File: config.mk
export PLATFORM = sky130hd
export DESIGN_NAME = expr_eval
export DESIGN_NICKNAME = d
export VERILOG_FILES = /design/src/rtl/expr_pkg.sv /design/src/rtl/expr_eval_dp.sv /design/src/rtl/expr_eval.sv
export SDC_FILE = /design/constraint.sdc
export NUM_CORES = 1
export LEC_CHECK = 0
export CAP_MARGIN = 15
export CORE_MARGIN = 5
export CORE_UTILIZATION = 39
export CTS_CLUSTER_DIAMETER = 100
export DETAILED_ROUTE_END_ITERATION = 10
export GPL_TIMING_DRIVEN = 0
export SLEW_MARGIN = 20
export SYNTH_ARGS = -nofsm -noshare
export SYNTH_HDL_FRONTEND = slang
export SYNTH_SLANG_ARGS = --single-unit
export TNS_END_PERCENT = 100
File: constraint.sdc
create_clock -name clk -period 5.65 [get_ports clk]
set_clock_uncertainty 0.05 [all_clocks]
set_input_delay 1.695 -clock clk [delete_from_list [all_inputs] [get_ports clk]]
set_output_delay 1.695 -clock clk [all_outputs]
set_load 0.02 [all_outputs]
File: src/rtl/expr_pkg.sv
// expr_pkg: shared types and constants for the expression evaluator.
//   state_e  : parser state (IDLE / NUM / OP / ERR)
//   CH_*     : ASCII codes recognised by the grammar
//   is_digit : true for ASCII '0'..'9'
package expr_pkg;

    typedef enum logic [1:0] {
        IDLE = 2'd0,  // expecting the first digit of an expression
        NUM  = 2'd1,  // a digit was just consumed
        OP   = 2'd2,  // an operator was just consumed
        ERR  = 2'd3   // malformed; sticky until '=' or clr
    } state_e;

    localparam logic [7:0] CH_0    = 8'h30;
    localparam logic [7:0] CH_9    = 8'h39;
    localparam logic [7:0] CH_PLUS = 8'h2B;
    localparam logic [7:0] CH_STAR = 8'h2A;
    localparam logic [7:0] CH_EQ   = 8'h3D;

    function automatic logic is_digit(input logic [7:0] c);
        return (c >= CH_0) && (c <= CH_9);
    endfunction

endpackage

File: src/rtl/expr_eval_dp.sv
// expr_eval_dp: arithmetic datapath for expr_eval.
//   clk       : clock
//   clear     : synchronous clear of sum/term/overflow (highest priority)
//   load_term : term <= digit
//   mul_term  : term <= term * digit
//   add_sum   : sum <= sum + term, term <= 0
//   finish    : expression terminated; clear everything for the next one
//   digit     : operand value 0..9
//   fin_val   : sum + term truncated to W bits (the value '=' would latch)
//   fin_ovf   : sticky overflow OR overflow of the final sum + term
//   acc_ovf   : sticky overflow only
module expr_eval_dp
    import expr_pkg::*;
#(
    parameter int W = 16
) (
    input  logic         clk,
    input  logic         clear,
    input  logic         load_term,
    input  logic         mul_term,
    input  logic         add_sum,
    input  logic         finish,
    input  logic [3:0]   digit,
    output logic [W-1:0] fin_val,
    output logic         fin_ovf,
    output logic         acc_ovf
);

    logic [W-1:0] sum_q, sum_d;
    logic [W-1:0] term_q, term_d;
    logic         ovf_acc_q, ovf_acc_d;

    // Both operations are evaluated at W+4 bits; any set bit above W means
    // the truncated W-bit value lost information.
    logic [W+3:0] prod_w;
    logic [W+3:0] add_w;
    logic         prod_ovf;
    logic         add_ovf;

    always_comb begin
        prod_w   = {4'b0, term_q} * {{W{1'b0}}, digit};
        add_w    = {4'b0, sum_q} + {4'b0, term_q};
        prod_ovf = |prod_w[W+3:W];
        add_ovf  = |add_w[W+3:W];
    end

    always_comb begin
        sum_d     = sum_q;
        term_d    = term_q;
        ovf_acc_d = ovf_acc_q;
        if (finish) begin
            sum_d     = '0;
            term_d    = '0;
            ovf_acc_d = 1'b0;
        end else if (load_term) begin
            term_d = {{(W-4){1'b0}}, digit};
        end else if (mul_term) begin
            term_d    = prod_w[W-1:0];
            ovf_acc_d = ovf_acc_q | prod_ovf;
        end else if (add_sum) begin
            sum_d     = add_w[W-1:0];
            term_d    = '0;
            ovf_acc_d = ovf_acc_q | add_ovf;
        end
    end

    always_ff @(posedge clk) begin
        if (clear) begin
            sum_q     <= '0;
            term_q    <= '0;
            ovf_acc_q <= 1'b0;
        end else begin
            sum_q     <= sum_d;
            term_q    <= term_d;
            ovf_acc_q <= ovf_acc_d;
        end
    end

    assign fin_val = add_w[W-1:0];
    assign fin_ovf = ovf_acc_q | add_ovf;
    assign acc_ovf = ovf_acc_q;

endmodule

File: src/rtl/expr_eval.sv
// expr_eval: checks an ASCII stream of single-digit operands, '+' and '*'
// against the expression grammar and evaluates it ('*' binds tighter).
// '=' terminates an expression, latches the result and re-arms.
//   clk      : clock
//   clr      : synchronous active-high reset, priority over in_valid
//   in_valid : qualifies in
//   in       : ASCII character
//   ok       : prefix since last start is a complete valid expression
//   done     : one-cycle pulse the cycle after '=' is consumed
//   done_err : with done; expression was malformed
//   result   : value of the last valid expression (holds otherwise)
//   ovf      : with done; some intermediate value exceeded 2^W-1
module expr_eval
    import expr_pkg::*;
#(
    parameter int W = 16
) (
    input  logic         clk,
    input  logic         clr,
    input  logic         in_valid,
    input  logic [7:0]   in,
    output logic         ok,
    output logic         done,
    output logic         done_err,
    output logic [W-1:0] result,
    output logic         ovf
);

    state_e       state_q, state_d;
    logic         mul_pending_q, mul_pending_d;
    logic         ok_q, ok_d;
    logic         done_q, done_d;
    logic         done_err_q, done_err_d;
    logic [W-1:0] result_q, result_d;
    logic         ovf_q, ovf_d;

    logic         load_term, mul_term, add_sum, finish;
    logic [W-1:0] fin_val;
    logic         fin_ovf, acc_ovf;

    // ASCII '0'..'9' are 0x30..0x39, so the low nibble is the digit value.
    logic [3:0]   digit;
    assign digit = in[3:0];

    always_comb begin
        state_d       = state_q;
        mul_pending_d = mul_pending_q;
        done_d        = 1'b0;
        done_err_d    = done_err_q;
        result_d      = result_q;
        ovf_d         = ovf_q;
        load_term     = 1'b0;
        mul_term      = 1'b0;
        add_sum       = 1'b0;
        finish        = 1'b0;

        if (in_valid) begin
            case (in)
                CH_PLUS: begin
                    if (state_q == NUM) begin
                        add_sum       = 1'b1;
                        mul_pending_d = 1'b0;
                        state_d       = OP;
                    end else begin
                        state_d = ERR;
                    end
                end
                CH_STAR: begin
                    if (state_q == NUM) begin
                        mul_pending_d = 1'b1;
                        state_d       = OP;
                    end else begin
                        state_d = ERR;
                    end
                end
                CH_EQ: begin
                    done_d     = 1'b1;
                    done_err_d = (state_q != NUM);
                    if (state_q == NUM) begin
                        result_d = fin_val;
                        ovf_d    = fin_ovf;
                    end else begin
                        ovf_d = acc_ovf;
                    end
                    finish        = 1'b1;
                    mul_pending_d = 1'b0;
                    state_d       = IDLE;
                end
                default: begin
                    if (is_digit(in) && (state_q == IDLE || state_q == OP)) begin
                        // mul_pending is only ever set in OP, so IDLE always loads
                        if (mul_pending_q) mul_term  = 1'b1;
                        else               load_term = 1'b1;
                        state_d = NUM;
                    end else begin
                        state_d = ERR;
                    end
                end
            endcase
        end

        ok_d = (state_d == NUM);
    end

    always_ff @(posedge clk) begin
        if (clr) begin
            state_q       <= IDLE;
            mul_pending_q <= 1'b0;
            ok_q          <= 1'b0;
            done_q        <= 1'b0;
            done_err_q    <= 1'b0;
            result_q      <= '0;
            ovf_q         <= 1'b0;
        end else begin
            state_q       <= state_d;
            mul_pending_q <= mul_pending_d;
            ok_q          <= ok_d;
            done_q        <= done_d;
            done_err_q    <= done_err_d;
            result_q      <= result_d;
            ovf_q         <= ovf_d;
        end
    end

    expr_eval_dp #(.W(W)) u_dp (
        .clk       (clk),
        .clear     (clr),
        .load_term (load_term),
        .mul_term  (mul_term),
        .add_sum   (add_sum),
        .finish    (finish),
        .digit     (digit),
        .fin_val   (fin_val),
        .fin_ovf   (fin_ovf),
        .acc_ovf   (acc_ovf)
    );

    assign ok       = ok_q;
    assign done     = done_q;
    assign done_err = done_err_q;
    assign result   = result_q;
    assign ovf      = ovf_q;

endmodule

Word level (Yosys, flattened, before mapping)
Index checks and enable logic that the tools add are counted.
{ "op_classes": {"add_sub_neg": 1, "mul": 1, "magnitude_cmp": 2, "n_eq_ne": 9, "muxes": 26, "bitwise_logic": 4, "reduce_logical": 18} }
{ "op_table": {"columns": ["operator", "count"], "rows": [
  ["16-bit 2-to-1 mux", 2],
  ["8-bit by 6-bit == test with 1-bit output, second input constant", 3],
  ["16-bit by 4-bit multiplier with 20-bit output", 1],
  ["1-bit 2-to-1 mux", 19],
  ["16-bit by 16-bit adder with 17-bit output", 1],
  ["8-bit by 6-bit >= comparator with 1-bit output, second input constant", 1],
  ["8-bit by 6-bit less-or-equal comparator with 1-bit output, second input constant", 1],
  ["4-bit OR reduction", 2],
  ["3-bit AND reduction", 2],
  ["3-bit nonzero test", 2],
  ["3-bit OR reduction", 2],
  ["2-bit by 1-bit == test with 1-bit output, second input constant", 2],
  ["2-bit 2-to-1 mux", 2],
  ["4-bit 2-to-1 mux", 1],
  ["2-bit != test, second input constant", 2],
  ["2-bit one-hot mux with 2 select lines", 1],
  ["2-bit AND reduction", 2],
  ["4-bit AND reduction", 1],
  ["2-bit OR reduction", 2],
  ["1-bit one-hot mux with 3 select lines", 1],
  ["2-bit == test, second input constant", 1],
  ["1-bit logical AND", 2],
  ["2-bit zero test", 1],
  ["2-bit by 1-bit != test with 1-bit output, second input constant", 1],
  ["4 further kinds", 6]
]} }
{ "word_totals": {"reg_bits": 56, "inputBits": 11, "elab_cells": 72} }

Logic depth before layout (Yosys ltp)
Gate-level depths: netlist (run 1).
{ "logic_depth": {"word_depth": 8, "ltp_mapped": 16, "ltp_nobuf": 14} }

Modules after synthesis
From an unflattened synthesis (run 1), not the netlist that was laid out.
{ "hier_totals": {"hier_cells": 627, "area_unflattened_um2": 4961.0} }
{ "by_module_without_submodules": {"columns": ["mod", "instances", "cells_per_inst", "area_per_inst_um2"], "rows": [
  ["expr_eval_dp", 1, 508, 3995.1],
  ["expr_eval", 1, 119, 965.9]
]} }

Worst setup path before layout (run 1)
OpenSTA, ideal clock, no wires.
{ "synth_path": {"path_type": "input -> register", "startpoint": "in in[3]", "endpoint": "reg u_dp.ovf_acc_q (netlist: u_dp.acc_ovf)", "arrival_ns": 5.056, "slack_ns": 0.418, "cell_stages": 14, "path_cell_list": "clkbuf_1 -> clkbuf_1 -> nand2_1 -> fa_1 -> inv_1 -> fa_1 -> fa_1 -> a211oi_1 -> nor2_1 -> o31ai_2 -> o21bai_1 -> o311a_1 -> mux2i_1 -> a31oi_1"} }
{ "synth_between": {"elab_chain_cells": 8, "elab_cells_between_ends": 26, "cone_classes": "1 x mul; 2 x order compare; 3 x eq/ne; 11 x mux; 2 x bitwise; 7 x reduce/logical"} }
{ "synth_lines": {"columns": ["item", "line", "rtl"], "rows": [
  ["from (decl)", "expr_eval.sv:21", "input logic [7:0] in,"],
  ["branches (longest 8 deep; another with 16-bit by 4-bit multiplier with 20-bit output)", null, null],
  ["to (signal assigned)", "expr_eval_dp.sv:75", "ovf_acc_q <= ovf_acc_d;"],
  ["to (decl)", "expr_eval_dp.sv:31", "logic ovf_acc_q, ovf_acc_d;"]
]} }
Several ways; the timed one is not identified.
A chain may end at the register's enable or synchronous reset.

Worst setup path in the final report (run 1)
{ "layout_path": {"startpoint": "in in[1]", "endpoint": "reg u_dp.term_q[13]"} }
{ "layout_between": {"elab_chain_cells": 7, "elab_cells_between_ends": 22, "cone_classes": "1 x mul; 2 x order compare; 3 x eq/ne; 11 x mux; 5 x reduce/logical"} }
{ "layout_lines": {"columns": ["item", "line", "rtl"], "rows": [
  ["branches (longest 7 deep; another with 16-bit by 4-bit multiplier with 20-bit output)", null, null],
  ["to (signal assigned)", "expr_eval_dp.sv:74", "term_q <= term_d;"],
  ["to (decl)", "expr_eval_dp.sv:30", "logic [W-1:0] term_q, term_d;"]
]} }
Several ways; the timed one is not identified.

==> results.md, run 1 <==
- Nets: 709
- Largest net degree at the start of global routing: 20
- DRC violations left: 0
- Fin. max-slew vios: 0
- Req. time, crit path: 5780 ps
- Die area: 0.0144 mm^2
- First-pass GRT wire length: 19200 um
- Fin. Hold Viols: 0
- Via count: 4022
- Total GRT Usage: 0.162
- Root Buffer: clkbuf_16
- HP Start: result[0]$_SDFFE_PP0P_
- Max stage delay on crit path: 530 ps
- Maximum clock insertion buffer count: 2
- Hold Path Depth: 2
- Hold_buf cts: 0
- Leakage: 2.41 nW
- Delay-heaviest family, CP: adder cells
- Post-route setup slack: 255 ps
- Post-synth top area cell: dfxtp_1
- Clock Pin Slew Worst Setup and Hold Paths: 70 ps
- Critical path buffers and inverters: 4
- Clock latency on the worst-skew pair: 300 ps
- Sequential Area: 0.00112 mm^2
- Sw Ratio: 0.206
- GP Congestion: 0.860
- Hold_ws: 408 ps
- Syn Inst Count: 596
- Sequential-to-total area share from yosys stat: 0.237
- Initial antenna violation count: 0
- CP Launch Type: input pin
- Via density per instance: 5.18
- Area taken by multi-input logic gates: 0.00332 mm^2
- Area Overhead vs Synth: 14.3%
- Worst Hold End: result[0]$_SDFFE_PP0P_
- Crit path arrival time: 5530 ps
- Hold Crit Class: reg -> reg
- Final WL: 11300 um
- Setup tns final: 0 ps
- CP Cell Sequence: clkdlybuf4s50_1 -> clkbuf_2 -> and2_1 -> fa_1 -> inv_1 -> fa_1 -> inv_1 -> ha_1 -> a21oi_1 -> o22ai_1 -> a211o_1 -> a31oi_2 -> nor2_1 -> or3_1 -> nand3_1 -> a21oi_1
- CTS H-tree lvls: 2
- CP max-delay cell: fa_1
- Clk pwr share: 0.461
- Slew Limit Headroom: 0.559
- Reg2reg path depth: 14
- Fillers: 1189
- Yosys cell types: 59
- Tcrit/Tclk final: 0.955
- Synth top area share: 0.237
- PwrDens: 150 mW/mm^2
- Drt first pass iters: 4
- Number of stages on the worst setup path: 16
- Seq pwr share: 0.491
- Setup violators final: 0
- Internal power: 0.643 mW
- Logic pwr share: 0.048
- Drt wl/cell: 14.5 um
- Average size of a mapped cell: 7.93 um^2
- Mapped Nets: 676
- Clock buffer count from CTS: 5
- # clock sinks: 56
- Initial Utilization: 0.395
- Synth top area cells: dfxtp_1 24%, fa_1 12%, ha_1 11%
- Dominant synthesized flop cell: dfxtp_1
- Worst R2R Start: u_dp.term_q[2]$_SDFFE_PP0P_
- Die width: 120 um
- P_sw: 0.167 mW
- Global route overflow: 0
- # rows: 40
- Reg2Reg Setup Slack: 1970 ps
- Post-synth ARST share: 0
- IO Pins: 31
- Worst Setup Path Type: in -> reg
- Fmax: 185 MHz
- Flops & latches, synth: 56
- Crit-path max FO: 19
- Diode count: 0
- Cell area after synthesis: 0.00472 mm^2
- Unrepaired setup endpoints after global routing: no
- Worst-Margin Slew: 659 ps
- Share of layout cells above drive strength 1: 0.0587
- Crit end category: flip-flop
- Yosys warning total: 0
- Dpl ws: -769 ps
- Die Y: 120 um
- Status: finished clean
- Vias in the first global route: 3926
- Max Cap Viol: 0
- Port Buf Inserts: 28
- CORE AREA: 0.0120 mm^2
- FF-to-FF End: u_dp.term_q[13]$_SDFFE_PP0P_
- Initial DRC count: 193
- Final ANT Viol Nets: 0
- Peak supply drop: 0.170 mV
- Tmin final: 5400 ps
- Final cell utilization of the core: 0.451
- HPWL Detailed: 9190 um
- Post-synth EDFFs: 0
- CTS tree: yes
-- sequential cells by signal, indices dropped and copies added (netlist names) --
name / count
ok: 1
result: 16
u_dp.acc_ovf: 1
u_dp.sum_q: 16
u_dp.term_q: 16
ovf: 1
done: 1
mul_pending_q: 1
done_err: 1
state_q: 2
-- power groups by stage --
stage	Clock (mW)	Sequential (mW)	Combinational, mW
finish	0.373	0.398	0.0389
CTS	0.384	0.398	0.0399
floorplan	0	0.407	0.0217
detailed placement	0	0.407	0.0400
global route	0.397	0.398	0.0433
global placement	0	0.407	0.0395
-- layout make-up --
class / instances / share of cell area
Multi-Input combinational cell: 458 / 0.614
Clock inverter: 1 / 0.00556
Inverter: 59 / 0.0410
Buffer: 20 / 0.0162
Clock buffer: 7 / 0.0283
Timing Repair Buffer: 29 / 0.0531
Sequential cell: 56 / 0.208
Tap cell: 147 / 0.0341
-- how the worst max path moves through the flow --
stage	start	end	slack [ps]
floorplan	in[3]	u_dp.acc_ovf$_SDFFE_PP0P_	420
global placement	in[3]	u_dp.acc_ovf$_SDFFE_PP0P_	-730
detailed placement	in[3]	u_dp.acc_ovf$_SDFFE_PP0P_	-770
CTS	in[3]	u_dp.acc_ovf$_SDFFE_PP0P_	60
global route	in[1]	u_dp.term_q[15]$_SDFFE_PP0P_	10
finish	in[1]	u_dp.term_q[13]$_SDFFE_PP0P_	250
-- layer usage --
| metal | share of wire | track usage |
|---|---|---|
| met5 | 0 | 0 |
| met4 | 0.016 | 0.0444 |
| met3 | 0.027 | 0.0212 |
| met2 | 0.47 | 0.272 |
| met1 | 0.49 | 0.219 |
-- synth_stat cells (all sizes together) (2+ instances only) --
| cell type | instances |
|---|---|
| o211ai | 2 |
| and2 | 49 |
| o22ai | 2 |
| clkbuf | 17 |
| or4 | 2 |
| xor2 | 5 |
| fa | 29 |
| o21ai | 19 |
| nand2 | 79 |
| a211oi | 5 |
| nand3b | 5 |
| nor2 | 42 |
| dfxtp | 56 |
| o21bai | 4 |
| or3 | 4 |
| or2 | 3 |
| and3 | 5 |
| buf | 6 |
| nor2b | 8 |
| a21oi | 56 |
| inv | 59 |
| ha | 40 |
| nand3 | 22 |
| o21a | 4 |
| mux2i | 7 |
| nand2b | 5 |
| a31oi | 8 |
| a21o | 5 |
| nand4 | 5 |
| xnor2 | 13 |
| o31ai | 4 |
| nor3 | 9 |
-- kinds of logic after synthesis --
logic type               synth area share
AO/OA/AOI/OAI                       0.161
XOR/XNOR                           0.0334
adder cells (fa/ha/maj)             0.229
buffers and inverters              0.0665
flip-flops                          0.237
multiplexers                       0.0148
AND/OR/NAND/NOR                     0.258
-- placed cells by master, fill, tap and decap left out, drive strengths merged, types with 4 or more instances in the layout --
master | synthesis | routed
nor2 | 42 | 42
clkbuf | 17 | 21
a21oi | 56 | 56
mux2i | 7 | 7
nand3b | 5 | 5
nor3 | 9 | 9
and3 | 5 | 5
clkdlybuf4s50 | 0 | 27
ha | 40 | 40
nor2b | 8 | 8
a21o | 5 | 5
fa | 29 | 29
xor2 | 5 | 5
o31ai | 4 | 4
o21a | 4 | 4
and2 | 49 | 49
xnor2 | 13 | 13
nand4 | 5 | 5
buf | 6 | 7
nand2b | 5 | 5
dfxtp | 56 | 56
inv | 59 | 59
o21ai | 19 | 19
a31oi | 8 | 8
nand3 | 22 | 22
a211oi | 5 | 5
or3 | 4 | 4
o21bai | 4 | 4
nand2 | 79 | 79
-- worst register-to-register path, cell delays in order (launching register included) --
cell	delay (ps)
dfxtp_1	380
and2_1	180
fa_1	530
inv_1	50
fa_1	530
inv_1	40
ha_1	360
a21oi_1	170
o22ai_1	150
a211o_1	340
a31oi_2	230
nor2_1	70
or3_1	310
nand3_1	120
a21oi_1	70
-- stage by stage --
step	cells	area [um^2]	power [mW]
6_report	777	5400	0.810
3_5_place_dp	771	5190	0.447
4_1_cts	778	5380	0.821
3_3_place_gp	771	5190	0.446
5_1_grt	777	5400	0.838
2_1_floorplan	596	4720	0.428
-- timing repair --
action / CTS / global route
resized for setup: 8 / 5
buffers inserted: 1 / 0
pin swaps: 1 / 1
hold endpoints to repair: 0 / 0
endpoints found under the setup margin: 9 / 4
Power figures use the tool's default switching activity.
==> inputs of run 2 (changes only) <==
--- a/config.mk
+++ b/config.mk
@@ -5,7 +5,6 @@
 export SDC_FILE = /design/constraint.sdc
 export NUM_CORES = 1
 export LEC_CHECK = 0
-export CAP_MARGIN = 15
 export CORE_MARGIN = 5
 export CORE_UTILIZATION = 39
 export CTS_CLUSTER_DIAMETER = 100
==> results of run 2 <==
No change in the layout: final DEF, timing and power equal those of run 1.
